==> src/rtl/stream_mux_pkg.sv <==
// Shared definitions for the registered round-robin stream multiplexer.
package stream_mux_pkg;

    localparam logic MODE_FIXED = 1'b0;
    localparam logic MODE_RR    = 1'b1;

    // Channel index + 1, wrapping back to 0 after n-1.
    function automatic int unsigned wrap_inc(input int unsigned idx, input int unsigned n);
        return (idx + 1 >= n) ? 0 : idx + 1;
    endfunction

endpackage

==> src/rtl/rr_arbiter.sv <==
// Combinational round-robin arbiter: first request at or above ptr, wrapping.
module rr_arbiter #(
    parameter int NUM_CH = 4,
    parameter int SEL_W  = $clog2(NUM_CH)
) (
    input  logic [NUM_CH-1:0] req,
    input  logic [SEL_W-1:0]  ptr,
    output logic [NUM_CH-1:0] grant,
    output logic [SEL_W-1:0]  idx
);

    int unsigned c;
    logic        found;

    always_comb begin
        grant = '0;
        idx   = '0;
        found = 1'b0;
        c     = 0;
        for (int unsigned i = 0; i < NUM_CH; i++) begin
            c = int'(ptr) + i;
            if (c >= NUM_CH) c = c - NUM_CH;
            if (!found && req[c]) begin
                found    = 1'b1;
                grant[c] = 1'b1;
                idx      = c[SEL_W-1:0];
            end
        end
    end

endmodule

==> src/rtl/stream_mux_rr.sv <==
// N-channel valid/ready stream mux with fixed-select or round-robin grant
// and a single registered output stage with backpressure.
module stream_mux_rr
    import stream_mux_pkg::*;
#(
    parameter int WIDTH  = 32,
    parameter int NUM_CH = 4,
    parameter int SEL_W  = $clog2(NUM_CH)
) (
    input  logic                    clk,
    input  logic                    rst_n,
    input  logic                    mode,
    input  logic [SEL_W-1:0]        sel,
    input  logic [NUM_CH-1:0]       in_valid,
    input  logic [NUM_CH*WIDTH-1:0] in_data,
    output logic [NUM_CH-1:0]       in_ready,
    output logic                    out_valid,
    output logic [WIDTH-1:0]        out_data,
    output logic [SEL_W-1:0]        out_ch,
    input  logic                    out_ready
);

    logic             out_valid_q, out_valid_d;
    logic [WIDTH-1:0] out_data_q,  out_data_d;
    logic [SEL_W-1:0] out_ch_q,    out_ch_d;
    logic [SEL_W-1:0] rr_ptr_q,    rr_ptr_d;

    logic [NUM_CH-1:0] rr_grant;
    logic [SEL_W-1:0]  rr_idx;
    logic [NUM_CH-1:0] fix_grant;
    logic [NUM_CH-1:0] grant;
    logic [SEL_W-1:0]  grant_idx;
    logic              load_ok;
    logic              xfer;

    rr_arbiter #(
        .NUM_CH (NUM_CH),
        .SEL_W  (SEL_W)
    ) u_arb (
        .req   (in_valid),
        .ptr   (rr_ptr_q),
        .grant (rr_grant),
        .idx   (rr_idx)
    );

    // Out-of-range select yields no grant at all.
    always_comb begin
        fix_grant = '0;
        if (32'(sel) < NUM_CH) begin
            if (in_valid[sel]) fix_grant[sel] = 1'b1;
        end
    end

    always_comb begin
        grant     = (mode == MODE_RR) ? rr_grant : fix_grant;
        grant_idx = (mode == MODE_RR) ? rr_idx   : sel;
        load_ok   = ~out_valid_q | out_ready;
        in_ready  = grant & {NUM_CH{load_ok}};
        xfer      = |in_ready;
    end

    always_comb begin
        out_valid_d = out_valid_q;
        out_data_d  = out_data_q;
        out_ch_d    = out_ch_q;
        rr_ptr_d    = rr_ptr_q;
        if (xfer) begin
            out_valid_d = 1'b1;
            out_data_d  = in_data[grant_idx*WIDTH +: WIDTH];
            out_ch_d    = grant_idx;
            if (mode == MODE_RR) rr_ptr_d = SEL_W'(wrap_inc(int'(grant_idx), NUM_CH));
        end else if (out_ready) begin
            out_valid_d = 1'b0;
        end
    end

    always_ff @(posedge clk or negedge rst_n) begin
        if (!rst_n) begin
            out_valid_q <= 1'b0;
            out_data_q  <= '0;
            out_ch_q    <= '0;
            rr_ptr_q    <= '0;
        end else begin
            out_valid_q <= out_valid_d;
            out_data_q  <= out_data_d;
            out_ch_q    <= out_ch_d;
            rr_ptr_q    <= rr_ptr_d;
        end
    end

    assign out_valid = out_valid_q;
    assign out_data  = out_data_q;
    assign out_ch    = out_ch_q;

endmodule

==> config.mk <==
export PLATFORM = sky130hd
export DESIGN_NAME = stream_mux_rr
export DESIGN_NICKNAME = d
export VERILOG_FILES = /design/src/rtl/stream_mux_pkg.sv /design/src/rtl/rr_arbiter.sv /design/src/rtl/stream_mux_rr.sv
export SDC_FILE = /design/constraint.sdc
export NUM_CORES = 1
export LEC_CHECK = 0
export ABC_AREA = 1
export BUFFER_PORTS_ARGS = -buffer_cell sky130_fd_sc_hd__buf_2
export CORE_UTILIZATION = 35
export CTS_CLUSTER_SIZE = 30
export DETAILED_ROUTE_END_ITERATION = 16
export HOLD_SLACK_MARGIN = 0.03
export PLACE_DENSITY = 0.67
export SETUP_SLACK_MARGIN = 0.1
export SYNTH_ARGS = -nofsm -noshare
export SYNTH_HDL_FRONTEND = slang
export SYNTH_HIERARCHICAL = 1
export SYNTH_SLANG_ARGS = --single-unit
==> constraint.sdc <==
create_clock -name clk -period 4.79 [get_ports clk]
set_input_delay 0.958 -clock clk [delete_from_list [all_inputs] [get_ports clk]]
set_output_delay 0.958 -clock clk [all_outputs]
set_load 0.02 [all_outputs]
Word level (Yosys, flattened, before mapping)
Index checks and enable logic that the tools add are counted.
W data, S select, Z words.
{"block": "totals", "output_inout_bits": 39, "reg_bits": 37, "elab_cells": 89, "in_bits": 138}
{"block": "op_classes", "bitwise": 6, "reduce_logical": 14, "order_cmp": 15, "shifts": 1, "n_addsub": 8, "mux": 41}
{"cell": "$ge A32 B1 Y1 const B", "n": 4}
{"cell": "$lt A32 B3 Y1 const B", "n": 4}
{"cell": "$mux W32", "n": 4}
{"cell": "$shiftx A128 B8 Y32", "n": 1}
{"cell": "$ge A32 B3 Y1 const B", "n": 3}
{"cell": "$sub A32 B3 Y32 const B", "n": 3}
{"cell": "$mux W4", "n": 6}
{"cell": "$mux W1", "n": 15}
{"cell": "$mux W2", "n": 6}
{"cell": "$or A4 B4 Y4", "n": 3}
{"cell": "$bmux W1 S2", "n": 5}
{"cell": "$demux W1 S2", "n": 5}
{"cell": "$logic_and A1 B1 Y1", "n": 8}
{"cell": "$add A2 B1 Y3 const B", "n": 2}
{"cell": "$add A2 B2 Y3 const B", "n": 2}
{"cell": "$and A4 B4 Y4", "n": 1}
{"cell": "$reduce_or A4 Y1", "n": 1}
{"cell": "$sub A2 B3 Y4 const B", "n": 1}
{"cell": "$ge A2 B3 Y1 const B", "n": 1}
{"cell": "$ge A3 B3 Y1 const B", "n": 1}
{"cell": "$logic_not A1 Y1", "n": 3}
{"cell": "$lt A2 B3 Y1 const B", "n": 1}
{"cell": "$ge A2 B1 Y1 const B", "n": 1}
{"cell": "$reduce_and A2 Y1", "n": 1}
{"cell": "other kinds (3)", "n": 3}

Logic depth before layout (Yosys ltp)
Gate-level depths: netlist of run 1.
{"block": "logic_depth", "word_depth": 18, "depth_mapped": 19, "ltp_nobuf": 17}

Cells and area by module
The synthesis of run 1 kept the hierarchy.
{"mod": "stream_mux_rr", "cells_each": 377, "instances": 1, "area_each_um2": 2481.1}
{"mod": "rr_arbiter", "cells_each": 85, "instances": 1, "area_each_um2": 514.2}

Least setup slack after synthesis of run 1
No wires, ideal clock.
{"block": "synth_timing", "kind": "input-to-output", "startpoint": "input in_valid[3]", "endpoint": "output in_ready[0]", "t_arrival_ns": 2.015, "path_slack_ns": 1.817, "required_ns": 3.832, "cell_stages": 9, "cell_sequence": "inv_1 -> nand2_1 -> nand3_4 -> nand2_4 -> nor2_8 -> nand3_1 -> nand3_1 -> nand2_1 -> a21oi_1"}
{"block": "synth_via", "elab_chain_cells": 14, "word_cells_on_any_way": 29}
{"element": "from (decl)", "line_no": "stream_mux_rr.sv:14", "rtl": "input logic [NUM_CH-1:0] in_valid,"}
{"element": "$bmux W1 S2", "line_no": "rr_arbiter.sv:23", "rtl": "if (!found && req[c]) begin"}
{"element": "$mux W1 (not written as such)", "line_no": "rr_arbiter.sv:23"}
{"element": "$mux W1", "line_no": "rr_arbiter.sv:23"}
{"element": "$logic_not A1 Y1", "line_no": "rr_arbiter.sv:23"}
{"element": "$logic_and A1 B1 Y1", "line_no": "rr_arbiter.sv:23"}
{"element": "$mux W1", "line_no": "rr_arbiter.sv:23"}
{"element": "$logic_not A1 Y1", "line_no": "rr_arbiter.sv:23"}
{"element": "$logic_and A1 B1 Y1", "line_no": "rr_arbiter.sv:23"}
{"element": "$mux W1", "line_no": "rr_arbiter.sv:23"}
{"element": "$logic_not A1 Y1", "line_no": "rr_arbiter.sv:23"}
{"element": "$logic_and A1 B1 Y1", "line_no": "rr_arbiter.sv:23"}
{"element": "$mux W4 (*)", "line_no": "rr_arbiter.sv:23"}
{"element": "named net rr_grant[0]", "line_no": "stream_mux_rr.sv:28", "rtl": "logic [NUM_CH-1:0] rr_grant;"}
{"element": "$mux W4 (*)", "line_no": "stream_mux_rr.sv:55", "rtl": "grant = (mode == MODE_RR) ? rr_grant : fix_grant;"}
{"element": "$and A4 B4 Y4 (*)", "line_no": "stream_mux_rr.sv:58", "rtl": "in_ready = grant & {NUM_CH{load_ok}};"}
{"element": "to (decl)", "line_no": "stream_mux_rr.sv:16", "rtl": "output logic [NUM_CH-1:0] in_ready,"}
Mark *: on every way through the listed nets, which the timed path passes. The rest lies on a longest branch. The select of a mux whose other input is x is not followed.

Final worst setup path of run 1
{"block": "layout_timing", "startpoint": "register rr_ptr_q[1]", "endpoint": "output in_ready[1]"}
{"block": "layout_via", "elab_chain_cells": 16, "word_cells_on_any_way": 61}
{"element": "from (decl)", "line_no": "stream_mux_rr.sv:26", "rtl": "logic [SEL_W-1:0] rr_ptr_q, rr_ptr_d;"}
{"element": "from (signal assigned)", "line_no": "stream_mux_rr.sv:87", "rtl": "rr_ptr_q <= rr_ptr_d;"}
{"element": "branches (longest 13 deep; another with $sub A32 B3 Y32)"}
{"element": "$mux W4 (*)", "line_no": "rr_arbiter.sv:23"}
{"element": "named net rr_grant[1]", "line_no": "stream_mux_rr.sv:28"}
{"element": "$mux W4 (*)", "line_no": "stream_mux_rr.sv:55"}
{"element": "$and A4 B4 Y4 (*)", "line_no": "stream_mux_rr.sv:58"}
Mark *: on every way through the listed nets, which the timed path passes. The select of a mux whose other input is x is not followed.

==> run summary, run 1 <==
Final HPWL DP = 7179 um
Row Count = 33
CTS Buf Count = 5
largest fanout on the critical path = 8
chip height = 94.51 um
Clock Skew = 4.936 ps
Vias/cell = 4.983
Synth top area share = 30.91%
Worst Reg-to-Reg Cells = 18
die width = 94.51 um
maximum vdd drop = 329.2 uV
most frequent cells after synthesis = 155 x nand2_1, 60 x nor2_1, 45 x nand3_1
Clk Latency, worst-skew pair = 290 ps
drc violations = 0
Crit. End Element = output pin
post-layout minimum cycle time = 3440 ps
Slew Viols, Final = 0
final net count = 765
share of layout cells above drive strength 1 = 32.74%
Yosys warning total = 6
CTS Buffer Depth = 2
Routed wire per std cell = 13.07 um
Area Overhead vs Synth = 30.66%
final wirelength = 9501 um
synthesized cell area = 2995 um^2
Min-Delay Path Depth = 2
Req. time, crit path = 3830 ps
Synth cell types = 26
H-tree Lvls = 2
sequential fraction of the synthesis area = 30.91%
antenna violations before repair = 1
clk sinks = 37
Core Area = 8258 um^2
top cells by area, synth = dfrtp_1 31%, nand2_1 19%, nand3_1 7.5%
type of the most critical hold path = flip-flop to flip-flop
Max Cap Violations = 0
die area = 8932 um^2
Root Driver = clkbuf_8
asr flop ratio synth = 100.0%
reg-to-reg critical path startpoint = rr_ptr_q[1]$_DFFE_PN0P_
pwr dens = 717.7 nW/um^2
vias in the first global route = 3,315
max incr delay on CP = 510 ps
reg2reg setup slack = 1510 ps
GRT Residual Overflow = 0
placer congestion estimate = 0.9698
Post-synth EDFFs = 0
Final setup viols = 0
status = completed
area leader, netlist = dfrtp_1
GRT Util Overall = 21.62%
Hold Buf Count CTS = 0
slew margin rel. = 33.64%
DRT Pass-1 Iters = 4
RSZ-0062 raised after global routing = false
Via Count = 3,623
CP startpoint = rr_ptr_q[1]$_DFFE_PN0P_
Cells after Synth = 462
syn_nets = 608
Final Util = 47.39%
setup TNS = 0 ps
Initial Util = 36.27%
Max Clk Rate = 290.7 MHz
Worst-Margin Slew = 995.5 ps
crit path DAT = 2480 ps
ys flop type = dfrtp_1
HP Start = out_data[13]$_DFFE_PN0P_
Slowest cell on crit path = dfrtp_1
Resized cells post-CTS = 0
fill count = 912
crit share post-route = 71.82%
Critical R2R Capture = out_data[28]$_DFFE_PN0P_
Startpoint Class = flip-flop
most numerous cell in the Yosys netlist = nand2_1
Top-Level Pins = 177
synthesized area per cell = 6.483 um^2
CTS tree = built
Detailed Route Iter0 Violations = 159
Port Buffers = 176
Leak Pwr = 2.195 nW
global-route wire length before repair = 15,380 um
Seq cells post-synth = 37
largest net degree at the start of global routing = 67
Final ANT Viol Nets = 0
postcts setup bufs = 0
CP Class = flip-flop to output pin
final hold vios = 0
worst hold endpoint = out_data[13]$_DFFE_PN0P_
crit path cell chain = inv_1, ha_1, inv_1, nand3_1, nand2_1, nor2_2, a21oi_1, nand3_1, nand2_1, a21oi_1, buf_2
clock transition at the registers of the reported paths = 80 ps
[through the flow]
stage / power (W) / instances / cell area [um^2] / setup slack, ps / hold WS (ps)
after floorplan: 0.002201 / 462 / 2995 / 1817 / 557.0
after global routing: 0.003134 / 725 / 3909 / 1152 / 500.5
final: 0.002809 / 727 / 3914 / 1350 / 481.3
after detailed placement: 0.002612 / 717 / 3822 / 1536 / 459.8
after CTS: 0.002831 / 725 / 3909 / 1371 / 486.2
after global placement: 0.002563 / 717 / 3822 / 1586 / 450.5
[flip-flops by register name (all words and copies together) (netlist names)]
signal and cells:
out_data 32, rr_ptr_q 2, out_ch 2, out_valid 1
[cell families after synthesis]
group,Yosys count,share of synthesized area [%]
and+or+nand+nor,272,38.30
xor gates and xnor gates,1,0.2925
DFF,37,30.91
buffers and inverters,48,9.482
adders and majority gates,8,3.342
AOI/OAI and AO/OA,96,17.67
[routing by layer]
| layer | wire, um | vias up | track usage (%) | part of all wire, % |
|---|---|---|---|---|
| li1 | - | 1838 | - | - |
| met1 | 4075 | 1648 | 27.98 | 43 |
| met2 | 4701 | 126 | 36.71 | 49 |
| met3 | 606 | 11 | 4.831 | 6.4 |
| met4 | 119 | 0 | 4.798 | 1.3 |
| met5 | 0 | - | 0 | 0 |
[worst max-delay path by stage]
| stage | end | slack (ps) | depth (start not counted) |
|---|---|---|---|
| after CTS | in_ready[1] | 1370 | 11 |
| after detailed placement | out_data[28]$_DFFE_PN0P_ | 1540 | 18 |
| final | in_ready[1] | 1350 | 11 |
| after global placement | out_data[28]$_DFFE_PN0P_ | 1590 | 17 |
| after global routing | out_data[28]$_DFFE_PN0P_ | 1150 | 18 |
| after floorplan | in_ready[0] | 1820 | 9 |
[final cells by class]
cell class	instances	area, um^2	share of cell area (%)
tap	105	131.4	3.357
multi-input combinational	377	1785	45.62
timing repair buffer	179	903.4	23.08
inverter	19	76.32	1.950
clock inverter	3	17.52	0.4476
sequential	37	925.9	23.66
clock buffer	5	68.82	1.758
antenna	2	5.005	0.1279
[cell usage in the layout, fill, tap and decap left out, types with 3 or more instances in the layout]
cell / Yosys / routed
a21boi_0: 4 / 4
a21oi_1: 9 / 9
buf_2: 13 / 176
buf_4: 6 / 3
clkbuf_8: 0 / 5
dfrtp_1: 37 / 37
ha_1: 8 / 8
inv_1: 14 / 14
inv_2: 4 / 4
nand2_1: 155 / 155
nand2_2: 4 / 4
nand2_4: 3 / 3
nand3_1: 45 / 45
nor2_1: 60 / 60
o21ai_0: 36 / 36
o21ai_1: 19 / 19
o22ai_1: 26 / 26
[worst max-delay path: cells and delay by family, from the launching register on]
family | cells | cell delay (ps)
simple gates | 5 | 520
fa+ha+maj | 1 | 390
compound gates | 2 | 250
buf+inv | 3 | 520
flops | 1 | 510
[power breakdown]
| part | internal, W | switching (W) |
|---|---|---|
| combinational | 0.000644 | 0.00136 |
| sequential | 0.000485 | 0.000106 |
| clock | 0.000100 | 0.000114 |
| total | 0.00123 | 0.00158 |
(Power assumes the default switching activity.)
==> run 2: changes to the inputs <==
--- a/config.mk
+++ b/config.mk
@@ -11,7 +11,7 @@
 export CTS_CLUSTER_SIZE = 30
 export DETAILED_ROUTE_END_ITERATION = 16
 export HOLD_SLACK_MARGIN = 0.03
-export PLACE_DENSITY = 0.67
+export PLACE_DENSITY = 0.69
 export SETUP_SLACK_MARGIN = 0.1
 export SYNTH_ARGS = -nofsm -noshare
 export SYNTH_HDL_FRONTEND = slang
==> constraint.sdc (replaced) <==
create_clock -name clk -period 2.9 [get_ports clk]
set_input_delay 0.58 -clock clk [delete_from_list [all_inputs] [get_ports clk]]
set_output_delay 0.58 -clock clk [all_outputs]
set_load 0.02 [all_outputs]
==> run 2 against run 1 <==
Compared with the run above:
- combinational power rose by 82%
- utilization rose by 1.5 points
- clock skew rose by 5.8 ps
- global-route usage fell by 0.93 points
- worst hold slack got worse by 87 ps
- register-to-register slack got worse by 1200 ps
- non-clock buffer count rose by 4
==> run summary, run 2 (synthesized netlist as in run 1, its figures left out) <==
Core Area = 8258 um^2 (unchanged)
post-layout minimum cycle time = 2683 ps
Final ANT Viol Nets = 0 (unchanged)
Startpoint Class = flip-flop (unchanged)
largest net degree at the start of global routing = 67 (unchanged)
RSZ-0062 raised after global routing = false (unchanged)
Fin Hold WS = 393.9 ps (was 481.3 ps)
Max Cap Violations = 0 (unchanged)
Clock Skew = 10.73 ps (was 4.936 ps)
Final HPWL DP = 6992 um (was 7179 um)
Row Count = 33 (unchanged)
CTS Buf Count = 5 (unchanged)
GRT Residual Overflow = 0 (unchanged)
chip height = 94.51 um (unchanged)
Root Driver = clkbuf_8 (unchanged)
switching share of power = 55.21% (was 56.25%)
die width = 94.51 um (unchanged)
Final Util = 48.91% (was 47.39%)
Max Clk Rate = 372.8 MHz
most common cell after layout, fill and taps aside = buf_2 (unchanged)
final hold vios = 0 (unchanged)
slew margin rel. = 44.68% (was 33.64%)
commonest cells after routing, fill and taps aside = 172 x buf_2, 151 x nand2_1, 60 x nor2_1, 44 x nand3_1, 37 x dfrtp_1 (was 176 x buf_2, 155 x nand2_1, 60 x nor2_1, 45 x nand3_1, 37 x dfrtp_1)
NetSw = 0.002715 W (was 0.001580 W)
type of the most critical hold path = input pin to asynchronous set/reset pin (was flip-flop to flip-flop)
Logic pwr share = 73.8% (was 71.3%)
DRT Pass-1 Iters = 4 (unchanged)
placer congestion estimate = 0.8764 (was 0.9698)
Detailed Route Iter0 Violations = 138 (was 159)
antenna violations before repair = 0 (was 1)
Top-Level Pins = 177 (unchanged)
CP Class = flip-flop to output pin (unchanged)
GRT Util Overall = 20.69% (was 21.62%)
Via Count = 3,681 (was 3,623)
die area = 8932 um^2 (unchanged)
Req. time, crit path = 2320 ps (was 3830 ps)
final net count = 770 (was 765)
clock power share = 7.0% (was 7.6%)
largest fanout on the critical path = 13 (was 8)
Routed wire per std cell = 13.02 um (was 13.07 um)
DP Area = 3865 um^2 (was 3822 um^2)
Worst Reg-to-Reg Cells = 16 (was 18)
Cell Int Power = 0.002202 W (was 0.001229 W)
Crit. End Element = output pin (unchanged)
Leak Pwr = 2.228 nW (was 2.195 nW)
drc violations = 0 (unchanged)
Finished Cell Area = 4039 um^2 (was 3914 um^2)
CTS Buffer Depth = 2 (unchanged)
Worst-Margin Slew = 829.8 ps (was 995.5 ps)
Area Overhead vs Synth = 34.84% (was 30.66%)
crit share post-route = 92.51%
sequential share of power = 19.2% (was 21.0%)
Initial Util = 36.27% (unchanged)
H-tree Lvls = 2 (unchanged)
clk sinks = 37 (unchanged)
share of layout cells above drive strength 1 = 34.24% (was 32.74%)
pwr dens = 1218 nW/um^2 (was 717.7 nW/um^2)
maximum vdd drop = 436.8 uV (was 329.2 uV)
final wirelength = 9503 um (was 9501 um)
Clk Latency, worst-skew pair = 280 ps (was 290 ps)
CTS tree = built (unchanged)
number of flip-flops in the largest register = 32 (unchanged)
Slew Viols, Final = 0 (unchanged)
Port Buffers = 176 (unchanged)
reg2reg setup slack = 350 ps (was 1510 ps)
Antenna Cells = 0 (was 2)
global-route wire length before repair = 14,750 um (was 15,380 um)
clock transition at the registers of the reported paths = 70 ps (was 80 ps)
Critical R2R Capture = out_data[12]$_DFFE_PN0P_ (was out_data[28]$_DFFE_PN0P_)
crit path DAT = 2100 ps (was 2480 ps)
setup TNS = 0 ps (unchanged)
status = completed (unchanged)
vias in the first global route = 3,265 (was 3,315)
Vias/cell = 5.042 (was 4.983)
Final setup viols = 0 (unchanged)
reg-to-reg critical path startpoint = rr_ptr_q[0]$_DFFE_PN0P_ (was rr_ptr_q[1]$_DFFE_PN0P_)
-- run 2: stage by stage --
stage | power (W) | setup WS [ps] | instances
after floorplan | 0.003635 | 333.4 | 462
after global placement | 0.004337 | 167.9 | 721
after detailed placement | 0.004413 | 87.62 | 721
after CTS | 0.004772 | 105.0 | 729
after global routing | 0.005414 | 86.02 | 730
final | 0.004918 | 217.3 | 730
-- run 2: critical path: stages (launching register included) --
cell and delay (ps):
dfrtp_1 430, inv_6 140, ha_4 230, inv_2 80
nand3_1 80, nand2_1 100, nand2_1 90, inv_1 120
nand3_1 80, nand3_1 90, nand2_1 70, a21oi_1 160
buf_4 160
-- run 2: worst max path at each step --
stage / from / endpoint / slack [ps]
2_1_floorplan: rr_ptr_q[1]$_DFFE_PN0P_ / in_ready[0] / 330
3_3_place_gp: rr_ptr_q[0]$_DFFE_PN0P_ / out_data[12]$_DFFE_PN0P_ / 170
3_5_place_dp: rr_ptr_q[0]$_DFFE_PN0P_ / out_data[8]$_DFFE_PN0P_ / 90
4_1_cts: rr_ptr_q[0]$_DFFE_PN0P_ / in_ready[1] / 100
5_1_grt: rr_ptr_q[0]$_DFFE_PN0P_ / out_data[8]$_DFFE_PN0P_ / 90
6_report: rr_ptr_q[0]$_DFFE_PN0P_ / in_ready[2] / 220
-- run 2: power groups by stage --
stage               Sequential, W  Combinational (W)  Clock (W)
finish                   0.000943            0.00363   0.000346
global route             0.000972            0.00406   0.000380
CTS                      0.000944            0.00347   0.000361
detailed placement       0.000941            0.00347          0
global placement         0.000943            0.00339          0
floorplan                 0.00125            0.00239          0
-- run 2: repair_timing --
action / in CTS / in global routing
setup endpoints to repair: 10 / 41
cloned: 0 / 1
hold buffers: 0 / 0
pin swaps: 0 / 5
buffers inserted: 0 / 1
gates resized for setup: 1 / 22
-- run 2: final cells by class --
type                       instances  area, um^2
clock buffer                       7       76.32
clock inverter                     1       7.507
fill                             855        4219
inverter                          19       83.83
multi-input combinational        378        1847
sequential                        37       925.9
tap                              105       131.4
timing repair buffer             183       967.2
-- run 2: routing by layer --
metal	GRT usage (%)	part of all wire [%]	vias up
met2	35.02	50	143
li1	-	-	1844
met3	4.026	6.4	16
met4	6.187	1.7	0
met5	0	0	-
met1	26.63	42	1678
